## src/rtl/slc_arb.sv

```systemverilog
// slc_arb: arbitrates RXREQ and RXRSP POSQ heads into a one-entry output slot
// that feeds the SLC/SF pipeline. Responses win over requests. Requests are
// blocked while the POCQ is full.
// Optional feature macro: SLC_ARB_STARVE_EN. When it is defined, a starvation
// counter forces a request grant after STARVE_LIMIT consecutive response
// grants that happen while a request was eligible.

package slc_arb_pkg;
    typedef struct packed {
        logic [7:0]  txnid;
        logic [5:0]  opcode;
        logic [31:0] addr;
    } reqflit_t;

    typedef struct packed {
        logic [7:0] txnid;
        logic [3:0] opcode;
        logic [7:0] dbid;
    } rspflit_t;
endpackage

module slc_arb
    import slc_arb_pkg::*;
#(
    parameter int STARVE_LIMIT = 4
) (
    input  logic     clock,
    input  logic     reset,
    input  logic     req_valid,
    output logic     req_ready,
    input  reqflit_t req_flit,
    input  logic     rsp_valid,
    output logic     rsp_ready,
    input  rspflit_t rsp_flit,
    input  logic     pocq_full,
    output logic     slc_valid,
    input  logic     slc_ready,
    output logic     slc_is_rsp,
    output reqflit_t slc_req_flit,
    output rspflit_t slc_rsp_flit
);

    typedef enum logic [1:0] {
        EMPTY    = 2'd0,
        FULL_REQ = 2'd1,
        FULL_RSP = 2'd2
    } state_e;

    state_e   state_q, state_d;
    logic     slc_valid_q, slc_valid_d;
    logic     slc_is_rsp_q, slc_is_rsp_d;
    reqflit_t req_flit_q, req_flit_d;
    rspflit_t rsp_flit_q, rsp_flit_d;

    logic slot_free;
    logic req_eligible;
    logic starve_force;
    logic grant_rsp;
    logic grant_req;

`ifdef SLC_ARB_STARVE_EN
    logic [3:0] starve_cnt_q, starve_cnt_d;

    // Force a request once responses have won STARVE_LIMIT times in a row.
    assign starve_force = (starve_cnt_q >= 4'(STARVE_LIMIT));

    // Count response wins while a request is eligible. Clear when a request is
    // granted or no request is eligible. Saturate at 15.
    always_comb begin
        starve_cnt_d = starve_cnt_q;
        if (grant_req || !req_eligible) begin
            starve_cnt_d = 4'd0;
        end else if (grant_rsp && (starve_cnt_q != 4'd15)) begin
            starve_cnt_d = starve_cnt_q + 4'd1;
        end
    end

    // Starvation counter register.
    always_ff @(posedge clock) begin
        if (!reset) begin
            starve_cnt_q <= 4'd0;
        end else begin
            starve_cnt_q <= starve_cnt_d;
        end
    end
`else
    // There is no counter. Only an illegal limit below 1 could force a request,
    // so with a legal limit responses always win.
    assign starve_force = (STARVE_LIMIT < 1);
`endif

    assign slot_free    = (state_q == EMPTY) | slc_ready;
    assign req_eligible = req_valid & ~pocq_full;

    // Both grants are gated by reset. A flit is never accepted while reset is held.
    assign grant_rsp = reset & slot_free & rsp_valid & ~(starve_force & req_eligible);
    assign grant_req = reset & slot_free & req_eligible & ~grant_rsp;

    assign req_ready = grant_req;
    assign rsp_ready = grant_rsp;

    // Next slot state and payload capture. A payload is loaded only on its grant.
    always_comb begin
        state_d      = state_q;
        slc_valid_d  = slc_valid_q;
        slc_is_rsp_d = slc_is_rsp_q;
        req_flit_d   = req_flit_q;
        rsp_flit_d   = rsp_flit_q;
        if (grant_rsp) begin
            state_d      = FULL_RSP;
            slc_valid_d  = 1'b1;
            slc_is_rsp_d = 1'b1;
            rsp_flit_d   = rsp_flit;
        end else if (grant_req) begin
            state_d      = FULL_REQ;
            slc_valid_d  = 1'b1;
            slc_is_rsp_d = 1'b0;
            req_flit_d   = req_flit;
        end else if (slc_ready) begin
            state_d      = EMPTY;
            slc_valid_d  = 1'b0;
            slc_is_rsp_d = 1'b0;
        end
    end

    // Slot FSM with registered outputs. Reset discards any held flit.
    always_ff @(posedge clock) begin
        if (!reset) begin
            state_q      <= EMPTY;
            slc_valid_q  <= 1'b0;
            slc_is_rsp_q <= 1'b0;
            req_flit_q   <= '0;
            rsp_flit_q   <= '0;
        end else begin
            state_q      <= state_d;
            slc_valid_q  <= slc_valid_d;
            slc_is_rsp_q <= slc_is_rsp_d;
            req_flit_q   <= req_flit_d;
            rsp_flit_q   <= rsp_flit_d;
        end
    end

    assign slc_valid    = slc_valid_q;
    assign slc_is_rsp   = slc_is_rsp_q;
    assign slc_req_flit = req_flit_q;
    assign slc_rsp_flit = rsp_flit_q;

endmodule

```

## config.mk

```make
export PLATFORM = sky130hd
export DESIGN_NAME = slc_arb
export DESIGN_NICKNAME = d
export VERILOG_FILES = /design/src/rtl/slc_arb.sv
export SDC_FILE = /design/constraint.sdc
export NUM_CORES = 1
export LEC_CHECK = 0
export CAP_MARGIN = 25
export CORE_MARGIN = 3
export CORE_UTILIZATION = 25
export DETAILED_ROUTE_END_ITERATION = 16
export GPL_TIMING_DRIVEN = 0
export PLACE_DENSITY = 0.6
export SYNTH_ARGS = -nofsm -noshare
export SYNTH_HDL_FRONTEND = slang
export SYNTH_SLANG_ARGS = --single-unit
```

## constraint.sdc

```tcl
create_clock -name clock -period 2.25 [get_ports clock]
set_input_delay 0.5625 -clock clock [delete_from_list [all_inputs] [get_ports clock]]
set_output_delay 0.5625 -clock clock [all_outputs]
set_load 0.03 [all_outputs]
```

==> flow_summary.ini <==
[synthesis]
synth_edf_count = 0
synth_ff_type = dfxtp_1
synth_top_area_share_pct = 53.9
synth_mux_area_share_pct = 0
synth.most_common_cell = dfxtp_1
async_flop_share_pct = 0
synth_cell_types = 18
seq_area_frac_synth_pct = 53.9
synth_xor_area_share_pct = 0
synth.avg_cell_area_um2 = 8.30
ys_top_cells_by_count = dfxtp_1 (69), nand2_1 (66), nand3_1 (66)
yosys.area_share.simple_pct = 25.3
synth_top_family_by_area = simple AND/OR/NAND/NOR gates
yosys-top-cells-area = dfxtp_1 (54%), nand3_1 (13%), nand2_1 (9.7%)
synth_compound_area_share_pct = 14.4
synth_top_cell_by_area = dfxtp_1
syn_nets = 381
yosys.area_share.adder_pct = 0
synthCells = 309
ys_warn_count = 0
synth_seq_cells = 69
synth_area_um2 = 2560

[timing]
tightest_slew_ns = 0.494
max_freq_mhz = 471
slew_violations = 0
hold_violations = 0
final-setup-viol-count = 0
rsz0062_at_grt = false
finalHoldWorstSlack_ns = 0.449
tns_ns = 0
slew_headroom_pct = 67.1
final.period_utilization_pct = 94.4
skew_ns = 0.0104
period_needed_ns = 2.13

[worst_setup_path]
arrival_ns = 1.56
rrSetupSlack_ns = 0.87
endpoint_kind = output pin
worstSetupStartpointType = input port
crit_fanout = 3
cp.required_ns = 1.69
worst-setup-path-type = in2out

[final_layout]
layout.nets = 535
area_growth_pct = 69.9
drive_gt1_share_pct = 9.19
final_cell_area_um2 = 4360
fin_cells = 602

[floorplan]
die_y_um = 107
fp.dieW_um = 107
row_count = 36
coreArea_um2 = 9860
die_area_um2 = 11500
pin_count = 142
initial_core_util_pct = 26.0

[pwr]
power_switching_uw = 755
clkPwrFrac_pct = 33.5
leakage_uw = 0.00157
power.internal_uw = 1990
peakVddDrop_mv = 0.321
p_comb_share_pct = 18.7
power_frac_seq_pct = 47.8
pwr_density_cell_nw_per_um2 = 630
p_sw_share_pct = 27.5

[hold_path]
hp-class = reg2reg

[outcome]
status = completed

[grt]
grt_overflow = 0
antenna_found_initial = 1
grt_pass1_wl_um = 13400
grt_max_degree = 19
grt_pass1_vias = 2622
grt_use_total_pct = 14.5

[cts]
cts_made_buffers = 9
htree_num_levels = 3
insertion_delay_ns = 0.34
cts.sinks = 69
cts_root_buf = clkbuf_8
cts_tree = built
cts.clk_slew.worst_paths_ns = 0.06
cts_max_path_buffers = 2

[placement]
gp_congestion = 0.710
port_buffers = 140
place_area_um2 = 4130
placed_cells = 582
dp_hpwl_um = 6090

[detailed_routing]
num_vias = 2700
wirelength_um = 8500
drcViolationCount = 0
via_per_inst = 4.49
antenna_left = 0
wl_per_cell_um = 14.1
drtPass1Iterations = 4
drtIter0Drc = 72

[flow_run]
maxCapViolations = 0
==> stage by stage <==
step / setup slack (ns) / utilization [%] / power [µW]
4_1_cts: 0.0182 / 44.1 / 2800
3_3_place_gp: -0.866 / 41.9 / 1850
6_report: 0.125 / 44.2 / 2740
2_1_floorplan: 0.338 / - / 1560
5_1_grt: 0.0483 / 44.2 / 2880
3_5_place_dp: -0.864 / 41.9 / 1850
==> critical path: stages <==
cell	delay, ns
dlygate4sd2_1	0.28
nor4bb_4	0.31
and2_4	0.20
buf_12	0.10
buf_8	0.11
==> final timing paths <==
path,start,depth (start not counted),end
worst max-delay path,rsp_valid,5,req_ready
worst min-delay path,slc_req_flit[8]$_SDFFE_PN0P_,2,slc_req_flit[8]$_SDFFE_PN0P_
worst max register to register,state_q[1]$_SDFFE_PN0P_,6,slc_req_flit[7]$_SDFFE_PN0P_
worst min register to register,slc_req_flit[8]$_SDFFE_PN0P_,2,slc_req_flit[8]$_SDFFE_PN0P_
==> power groups by stage <==
stage	logic (µW)	clock network (µW)	registers (µW)
final	513	921	1310
after global routing	548	1010	1320
after floorplan	112	0	1450
after detailed placement	510	0	1340
after global placement	508	0	1340
after CTS	518	966	1310
==> sequential cells by signal, summed over array words and instances, names as in the netlist <==
register,count
slc_rsp_flit,20
state_q,2
slc_req_flit,46
slc_valid,1
==> metal layers <==
layer	track usage [%]	routed length (µm)	up-vias
met4	4.75	113	0
met5	0	0	-
met3	5.10	693	11
met2	21.8	3860	96
met1	19.4	3840	1238
li1	-	-	1355
==> cell families after synthesis <==
family | after synthesis
AND/OR/NAND/NOR | 140
flip-flops | 69
AO/OA/AOI/OAI | 71
buffers and inverters | 29
==> timing repair <==
action / CTS / global route
endpoints found under the hold margin: 0 / 0
buffers inserted: 4 / 0
resized for setup: 23 / 2
pin swaps: 3 / 1
hold buffers: 0 / 0
endpoints found under the setup margin: 2 / 1
==> final cells by class <==
cell class / instances / area, µm²
multi-input combinational: 211 / 1030
sequential: 69 / 1380
fill: 986 / 5510
timing repair buffer: 144 / 1440
tap: 133 / 166
antenna: 1 / 2.50
clock inverter: 4 / 22.5
buffer: 28 / 164
clock buffer: 12 / 155
==> cells in the final DEF, fill, tap and decap left out <==
| master | instances |
|---|---|
| o21ai_0 | 48 |
| clkbuf_2 | 3 |
| clkdlybuf4s50_1 | 134 |
| nor4bb_4 | 1 |
| clkinvlp_4 | 1 |
| clkbuf_1 | 11 |
| diode_2 | 1 |
| nand2_1 | 66 |
| nand3_1 | 66 |
| dlygate4sd2_1 | 3 |
| o21a_1 | 2 |
| buf_4 | 10 |
| nor2b_1 | 3 |
| o21bai_4 | 1 |
| clkinv_2 | 3 |
| a21boi_0 | 1 |
| clkbuf_8 | 11 |
| dlymetal6s2s_1 | 1 |
| dfxtp_1 | 69 |
| buf_8 | 1 |
| nand2b_1 | 1 |
| o21ai_1 | 19 |
| buf_12 | 1 |
| and2_4 | 2 |
| buf_6 | 2 |
| buf_2 | 7 |
| and2_1 | 1 |
No activity file was read; power rests on OpenSTA's default activity.
